File: config.mk
export PLATFORM = sky130hd
export DESIGN_NAME = pm1_event_capture_flat
export DESIGN_NICKNAME = d
export VERILOG_FILES = /design/src/rtl/pm1_pkg.sv /design/src/rtl/pm1_event_capture_if.sv /design/src/rtl/pm1_cap_fifo.sv /design/src/rtl/pm1_event_capture.sv /design/src/flat_wrapper.sv
export SDC_FILE = /design/constraint.sdc
export NUM_CORES = 1
export LEC_CHECK = 0
export BUFFER_PORTS_ARGS = -buffer_cell sky130_fd_sc_hd__buf_2
export CAP_MARGIN = 10
export CORE_MARGIN = 1
export CORE_UTILIZATION = 54
export DETAILED_ROUTE_END_ITERATION = 10
export MAX_ROUTING_LAYER = met4
export PLACE_DENSITY = 0.76
export SLEW_MARGIN = 0
export SYNTH_ARGS = -nofsm -noshare
export SYNTH_HDL_FRONTEND = slang
export SYNTH_SLANG_ARGS = --single-unit
File: constraint.sdc
create_clock -name clk -period 2.35 [get_ports clk]
set_input_delay 0.705 -clock clk [delete_from_list [all_inputs] [get_ports clk]]
set_output_delay 0.705 -clock clk [all_outputs]
set_load 0.02 [all_outputs]
File: src/rtl/pm1_pkg.sv
// Shared pm1 types: port widths, captured-vector type and the {ts, vec} entry layout.
package pm1_pkg;

    localparam int PM1_NIN      = 16;
    localparam int PM1_NOUT     = 13;
    localparam int PM1_TS_W_DEF = 16;

    typedef logic [PM1_NOUT-1:0] pm1_out_t;

    // Default-width entry layout; the vector sits in the LSBs.
    typedef struct packed {
        logic [PM1_TS_W_DEF-1:0] ts;
        pm1_out_t                vec;
    } cap_entry_t;

    // Entry width for an arbitrary timestamp width.
    function automatic int cap_entry_w(input int ts_w);
        return ts_w + PM1_NOUT;
    endfunction

endpackage

File: src/rtl/pm1_event_capture_if.sv
// Sample input and FIFO drain port of the pm1 event-capture stage.
interface pm1_event_capture_if #(
    parameter int TS_W = 16
);
    import pm1_pkg::*;

    pm1_out_t                   in_vec;
    logic                       in_valid;
    logic                       out_ready;
    logic                       out_valid;
    logic [TS_W+PM1_NOUT-1:0]   out_data;

    modport master (
        output in_vec, in_valid, out_ready,
        input  out_valid, out_data
    );

    modport slave (
        input  in_vec, in_valid, out_ready,
        output out_valid, out_data
    );
endinterface

File: src/rtl/pm1_cap_fifo.sv
// Synchronous FIFO with wrap-bit pointers; a push into a full FIFO succeeds only when a pop shares the edge.
module pm1_cap_fifo #(
    parameter  int DEPTH = 4,
    parameter  int WIDTH = 29,
    localparam int AW    = $clog2(DEPTH)
) (
    input  logic             clk,
    input  logic             rst_n,
    input  logic             push,
    input  logic [WIDTH-1:0] push_data,
    input  logic             pop,
    output logic             full,
    output logic             empty,
    output logic [AW:0]      level,
    output logic [WIDTH-1:0] head
);

    localparam logic [AW:0] PTR_ONE  = {{AW{1'b0}}, 1'b1};
    localparam logic [AW:0] FULL_LVL = DEPTH[AW:0];

    logic [AW:0]      wr_ptr_q, wr_ptr_d;
    logic [AW:0]      rd_ptr_q, rd_ptr_d;
    logic [WIDTH-1:0] mem_q [DEPTH];
    logic [WIDTH-1:0] mem_d [DEPTH];
    logic             do_push_s, do_pop_s;

    assign level = wr_ptr_q - rd_ptr_q;
    assign full  = (level == FULL_LVL);
    assign empty = (wr_ptr_q == rd_ptr_q);
    assign head  = mem_q[rd_ptr_q[AW-1:0]];

    // Next pointers and storage.
    always_comb begin
        do_pop_s  = pop && !empty;
        do_push_s = push && (!full || do_pop_s);
        mem_d     = mem_q;
        wr_ptr_d  = wr_ptr_q;
        rd_ptr_d  = rd_ptr_q;
        if (do_push_s) begin
            mem_d[wr_ptr_q[AW-1:0]] = push_data;
            wr_ptr_d                = wr_ptr_q + PTR_ONE;
        end else begin
            wr_ptr_d = wr_ptr_q;
        end
        if (do_pop_s) begin
            rd_ptr_d = rd_ptr_q + PTR_ONE;
        end else begin
            rd_ptr_d = rd_ptr_q;
        end
    end

    // FIFO state registers.
    always_ff @(posedge clk or negedge rst_n) begin
        if (!rst_n) begin
            wr_ptr_q <= '0;
            rd_ptr_q <= '0;
            for (int i = 0; i < DEPTH; i++) begin
                mem_q[i] <= '0;
            end
        end else begin
            wr_ptr_q <= wr_ptr_d;
            rd_ptr_q <= rd_ptr_d;
            mem_q    <= mem_d;
        end
    end

endmodule

File: src/rtl/pm1_event_capture.sv
// Time-stamped capture of pm1 output vectors into a drainable FIFO.
// Define PM1_CAP_FILTER_EN to queue only changed vectors; otherwise every valid sample is queued.
module pm1_event_capture
    import pm1_pkg::*;
#(
    parameter  int DEPTH = 4,
    parameter  int TS_W  = 16,
    parameter  int DC_W  = 8,
    localparam int LW    = $clog2(DEPTH) + 1
) (
    input  logic                   clk,
    input  logic                   rst_n,
    pm1_event_capture_if.slave     bus,
    input  logic                   clr_ovf,
    output logic                   overflow,
    output logic [DC_W-1:0]        drop_cnt,
    output logic [LW-1:0]          level
);

    localparam int              EW      = cap_entry_w(TS_W);
    localparam logic [TS_W-1:0] TS_ONE  = {{(TS_W-1){1'b0}}, 1'b1};
    localparam logic [DC_W-1:0] DC_ONE  = {{(DC_W-1){1'b0}}, 1'b1};
    localparam logic [DC_W-1:0] DC_MAX  = {DC_W{1'b1}};

    logic [TS_W-1:0] ts_q, ts_d;
    logic [TS_W-1:0] ts1_q, ts1_d;
    pm1_out_t        vec1_q, vec1_d;
    logic            v1_q, v1_d;
    logic            ovf_q, ovf_d;
    logic [DC_W-1:0] drop_q, drop_d;

    logic            push_s, pop_s, drop_s;
    logic            full_s, empty_s;
    logic [EW-1:0]   head_s;
    logic [LW-1:0]   level_s;

    // Free-running timestamp and S1 sample capture.
    always_comb begin
        ts_d = ts_q + TS_ONE;
        v1_d = bus.in_valid;
        if (bus.in_valid) begin
            vec1_d = bus.in_vec;
            ts1_d  = ts_q;
        end else begin
            vec1_d = vec1_q;
            ts1_d  = ts1_q;
        end
    end

`ifdef PM1_CAP_FILTER_EN
    pm1_out_t last_vec_q, last_vec_d;
    logic     first_seen_q, first_seen_d;

    // Change detection; last_vec follows every event, even one that is later dropped.
    always_comb begin
        push_s       = 1'b0;
        last_vec_d   = last_vec_q;
        first_seen_d = first_seen_q;
        if (v1_q && (!first_seen_q || (vec1_q != last_vec_q))) begin
            push_s       = 1'b1;
            last_vec_d   = vec1_q;
            first_seen_d = 1'b1;
        end else begin
            push_s = 1'b0;
        end
    end

    // Change-detector registers.
    always_ff @(posedge clk or negedge rst_n) begin
        if (!rst_n) begin
            last_vec_q   <= '0;
            first_seen_q <= 1'b0;
        end else begin
            last_vec_q   <= last_vec_d;
            first_seen_q <= first_seen_d;
        end
    end
`else
    assign push_s = v1_q;
`endif

    // Drop accounting; a drop in the same cycle as a clear leaves a count of one.
    always_comb begin
        pop_s  = !empty_s && bus.out_ready;
        drop_s = push_s && full_s && !pop_s;
        ovf_d  = ovf_q;
        drop_d = drop_q;
        if (drop_s) begin
            ovf_d = 1'b1;
            if (clr_ovf) begin
                drop_d = DC_ONE;
            end else if (drop_q != DC_MAX) begin
                drop_d = drop_q + DC_ONE;
            end else begin
                drop_d = drop_q;
            end
        end else if (clr_ovf) begin
            ovf_d  = 1'b0;
            drop_d = '0;
        end else begin
            ovf_d  = ovf_q;
            drop_d = drop_q;
        end
    end

    // Timestamp, S1 and overflow registers.
    always_ff @(posedge clk or negedge rst_n) begin
        if (!rst_n) begin
            ts_q   <= '0;
            ts1_q  <= '0;
            vec1_q <= '0;
            v1_q   <= 1'b0;
            ovf_q  <= 1'b0;
            drop_q <= '0;
        end else begin
            ts_q   <= ts_d;
            ts1_q  <= ts1_d;
            vec1_q <= vec1_d;
            v1_q   <= v1_d;
            ovf_q  <= ovf_d;
            drop_q <= drop_d;
        end
    end

    pm1_cap_fifo #(
        .DEPTH (DEPTH),
        .WIDTH (EW)
    ) u_fifo (
        .clk       (clk),
        .rst_n     (rst_n),
        .push      (push_s),
        .push_data ({ts1_q, vec1_q}),
        .pop       (pop_s),
        .full      (full_s),
        .empty     (empty_s),
        .level     (level_s),
        .head      (head_s)
    );

    assign bus.out_valid = !empty_s;
    assign bus.out_data  = head_s;
    assign level         = level_s;
    assign overflow      = ovf_q;
    assign drop_cnt      = drop_q;

endmodule

File: src/flat_wrapper.sv
// flat-port wrapper written by rule: the top's interface ports become plain ports
module pm1_event_capture_flat import pm1_pkg::*;
#(
    parameter  int DEPTH = 4,
    parameter  int TS_W  = 16,
    parameter  int DC_W  = 8,
    localparam int LW    = $clog2(DEPTH) + 1
)
  (clk, rst_n, clr_ovf, overflow, drop_cnt, level, bus_in_vec, bus_in_valid, bus_out_ready, bus_out_valid, bus_out_data);
  pm1_event_capture_if #(.TS_W(TS_W)) bus_i ();
  input  logic clk;
  input  logic rst_n;
  input  logic clr_ovf;
  output logic overflow;
  output logic [DC_W-1:0] drop_cnt;
  output logic [LW-1:0] level;
  input wire logic [$bits(bus_i.in_vec)-1:0] bus_in_vec;
  input wire logic [$bits(bus_i.in_valid)-1:0] bus_in_valid;
  input wire logic [$bits(bus_i.out_ready)-1:0] bus_out_ready;
  output wire logic [$bits(bus_i.out_valid)-1:0] bus_out_valid;
  output wire logic [$bits(bus_i.out_data)-1:0] bus_out_data;
  assign bus_i.in_vec = bus_in_vec;
  assign bus_i.in_valid = bus_in_valid;
  assign bus_i.out_ready = bus_out_ready;
  assign bus_out_valid = bus_i.out_valid;
  assign bus_out_data = bus_i.out_data;
  pm1_event_capture #(.DEPTH(DEPTH), .TS_W(TS_W), .DC_W(DC_W)) u_core (.clk(clk), .rst_n(rst_n), .bus(bus_i), .clr_ovf(clr_ovf), .overflow(overflow), .drop_cnt(drop_cnt), .level(level));
endmodule
==> metrics <==
outcome=finished with violations; violated checks=negative setup slack; Register-to-Register Path Depth=10; clock root buffer master=clkbuf_16; synthesized area=7923 µm²; sequential share of the synthesized area=0.5591; TritonRoute pass-1 iters=5; number of global-route vias before repair=5008; slew margin rel.=0.6458; reg-to-reg startpoint=u_core.u_fifo.rd_ptr_q[0]; Tot Pwr=14.27 mW; worst slew pin tran=0.5313 ns; Yosys reg bits=177; FFs w/ async S/R, synth=1.000; Syn Inst Count=503; crit path kind=reg2out; Cell Count, Final, Fillers Out=815; clk buf depth=2; Max Fclk=373.4 MHz; GRT Total Usage=0.2605; placed cell areas=8581 µm²; Hold WC Path Type=in2async; CTS Sinks=177; GP Congestion=0.9089; Area Overhead vs Synth=28.43%; first-pass GRT wire length=27910 µm; die height=123.1 µm; drt wl/cell=24.08 µm; Leakage=4.965 nW; clock-pin slew of the registers on the worst-case setup and hold paths=0.06 ns; final setup TNS=-25.52 ns; ANT cells=0; RSZ-0062 raised after global routing=yes; EDFF count, synth=0; r2r endpoint=u_core.u_fifo.mem_q[19]; most common cell after layout, fill and taps aside=dfrtp_1; TritonCTS clock tree=built; port bufs=59; Core Rows=43; peak supply drop=0.7708 mV; H-tree depth=4; placed cell count=747; Worst EP required=1.64 ns; Worst EP arrival=1.97 ns; drt drc=0; startpoint types=flip-flop; PD cells=1402 nW/µm²; Distinct cells, synth=40; initial antenna violation count=0; Worst path slowest cell=fa_2; ratio of cells with drive above 1 in the final layout=0.5465; worst path cell trace=ha_4 -> fa_2 -> buf_6 -> buf_6 -> inv_2 -> buf_6; crit path max fanout=3; DR vias=4932; most frequent cells in the layout=dfrtp_1 (175), mux2_4 (101), buf_2 (52); largest net degree at the start of global routing=55; Layout Skew=0.008860 ns; Setup crit end kind=primary output; period utilization=1.140; Max stage delay on crit path=0.57 ns; R2R setup slack=-0.28 ns; most used cell, CP=buf_6; DR iter-0 viols=330; Tmin final=2.678 ns; core area=14100 µm²; clk_lat worst skew=0.44 ns; grt ovf=0; DP Worst Slack=-0.0008658 ns; Synth Warn #=0; Die Wd=123.1 µm; DRT Wirelength=19630 µm; Starting Density=0.5620; nets@finish=650; WHS=0.1866 ns; Mean Syn Cell Area=15.75 µm²; I/O pin total=60; DP HPWL=9847 µm; Final Util=0.7218; Routed Antenna Nets=0; final setup margin=-0.3280 ns; endpoints failing setup=147; CTS Buf Count=17; fin area=10170 µm²; Syn Nets=531; Final Hold Viols=0; Max Cap Viol=0; DIE AREA=15160 µm²; Main synth FF type=dfrtp_1; number of vias per cell=6.052; final slew viol count=0
synth_stat cells (4+ instances only):
library cell  number  area, µm²
and4_1             4      35.03
nand4_1           10      62.56
mux2_2           117       1318
nor2_1             8      30.03
xor2_1             6      52.55
dfrtp_1          177       4429
xnor2_1           14      122.6
and3_1             4      25.02
mux2_4            30      450.4
nand2_1           11      41.29
buf_6              4      45.04
ha_1               9      112.6
clkbuf_1           7      26.28
nor3_1             7      35.03
a21oi_1            4      20.02
buf_4              6      45.04
inv_1             10      37.54
mux4_2            29      653.1
nand3_1           12      60.06
per-layer routing:
metal | GRT usage | share of wire | vias up
li1 | - | - | 2090
met1 | 0.3235 | 0.43 | 2669
met2 | 0.4221 | 0.52 | 133
met3 | 0.04982 | 0.032 | 40
met4 | 0.1054 | 0.026 | 0
met5 | - | 0 | -
area by class of cell:
cell class	count	area, µm²
well taps	180	225.2
clock buffers	24	501.7
repair buffers	124	1256
fillers	860	3921
multi-input cells	292	3597
flip-flops and latches	177	4432
clock inverters	8	125.1
inverters	10	37.54
cell families (layout without fill, tap and decap cells):
family,after synthesis,after routing,share of synthesized area
xor+xnor,21,21,0.02527
simple gates,67,67,0.04817
compound gates,17,17,0.01453
mux,177,177,0.3069
buf+inv,34,166,0.02937
fa+ha+maj,10,10,0.01674
flops,177,177,0.5591
power breakdown:
part           switching, mW  internal, mW
Sequential             0.580          3.82
Combinational           2.99          3.87
Clock                   1.19          1.81
worst max path at each step:
stage / start / endpoint / slack [ns] / cells past startpoint
6_report: u_core.u_fifo.rd_ptr_q[0] / level[1] / -0.33 / 6
5_1_grt: u_core.u_fifo.rd_ptr_q[0] / level[1] / -0.35 / 6
4_1_cts: u_core.u_fifo.rd_ptr_q[0] / bus_out_data[15] / -0.30 / 4
3_5_place_dp: u_core.u_fifo.rd_ptr_q[0] / u_core.u_fifo.mem_q[96] / -0.0009 / 7
3_3_place_gp: u_core.u_fifo.rd_ptr_q[0] / u_core.u_fifo.mem_q[43] / 0.04 / 7
2_1_floorplan: u_core.u_fifo.wr_ptr_q[0] / u_core.u_fifo.mem_q[105] / -0.02 / 9
registers in the layout, indices dropped and copies added, names as in the netlist:
signal and flops:
u_core.u_fifo.wr_ptr_q 3, u_core.overflow 1, u_core.ts_q 16, u_core.drop_cnt 8
u_core.u_fifo.rd_ptr_q 3, u_core.u_fifo.mem_q 116, u_core.ts1_q 16, u_core.push_s 1
u_core.vec1_q 13
critical path, delay by kind of cell, from the launching register on:
kind       cells  cell delay [ns]
fa+ha+maj      2             0.75
buf+inv        4             0.34
flops          1             0.45
what timing repair did:
item | in CTS | in global routing
endpoints found under the hold margin | 0 | 0
gates cloned | 8 | 3
hold buffers | 0 | 0
setup endpoints to repair | 84 | 151
gates resized for setup | 70 | 80
setup buffers | 21 | 11
pin swaps | 6 | 5
Power figures use the tool's default switching activity.
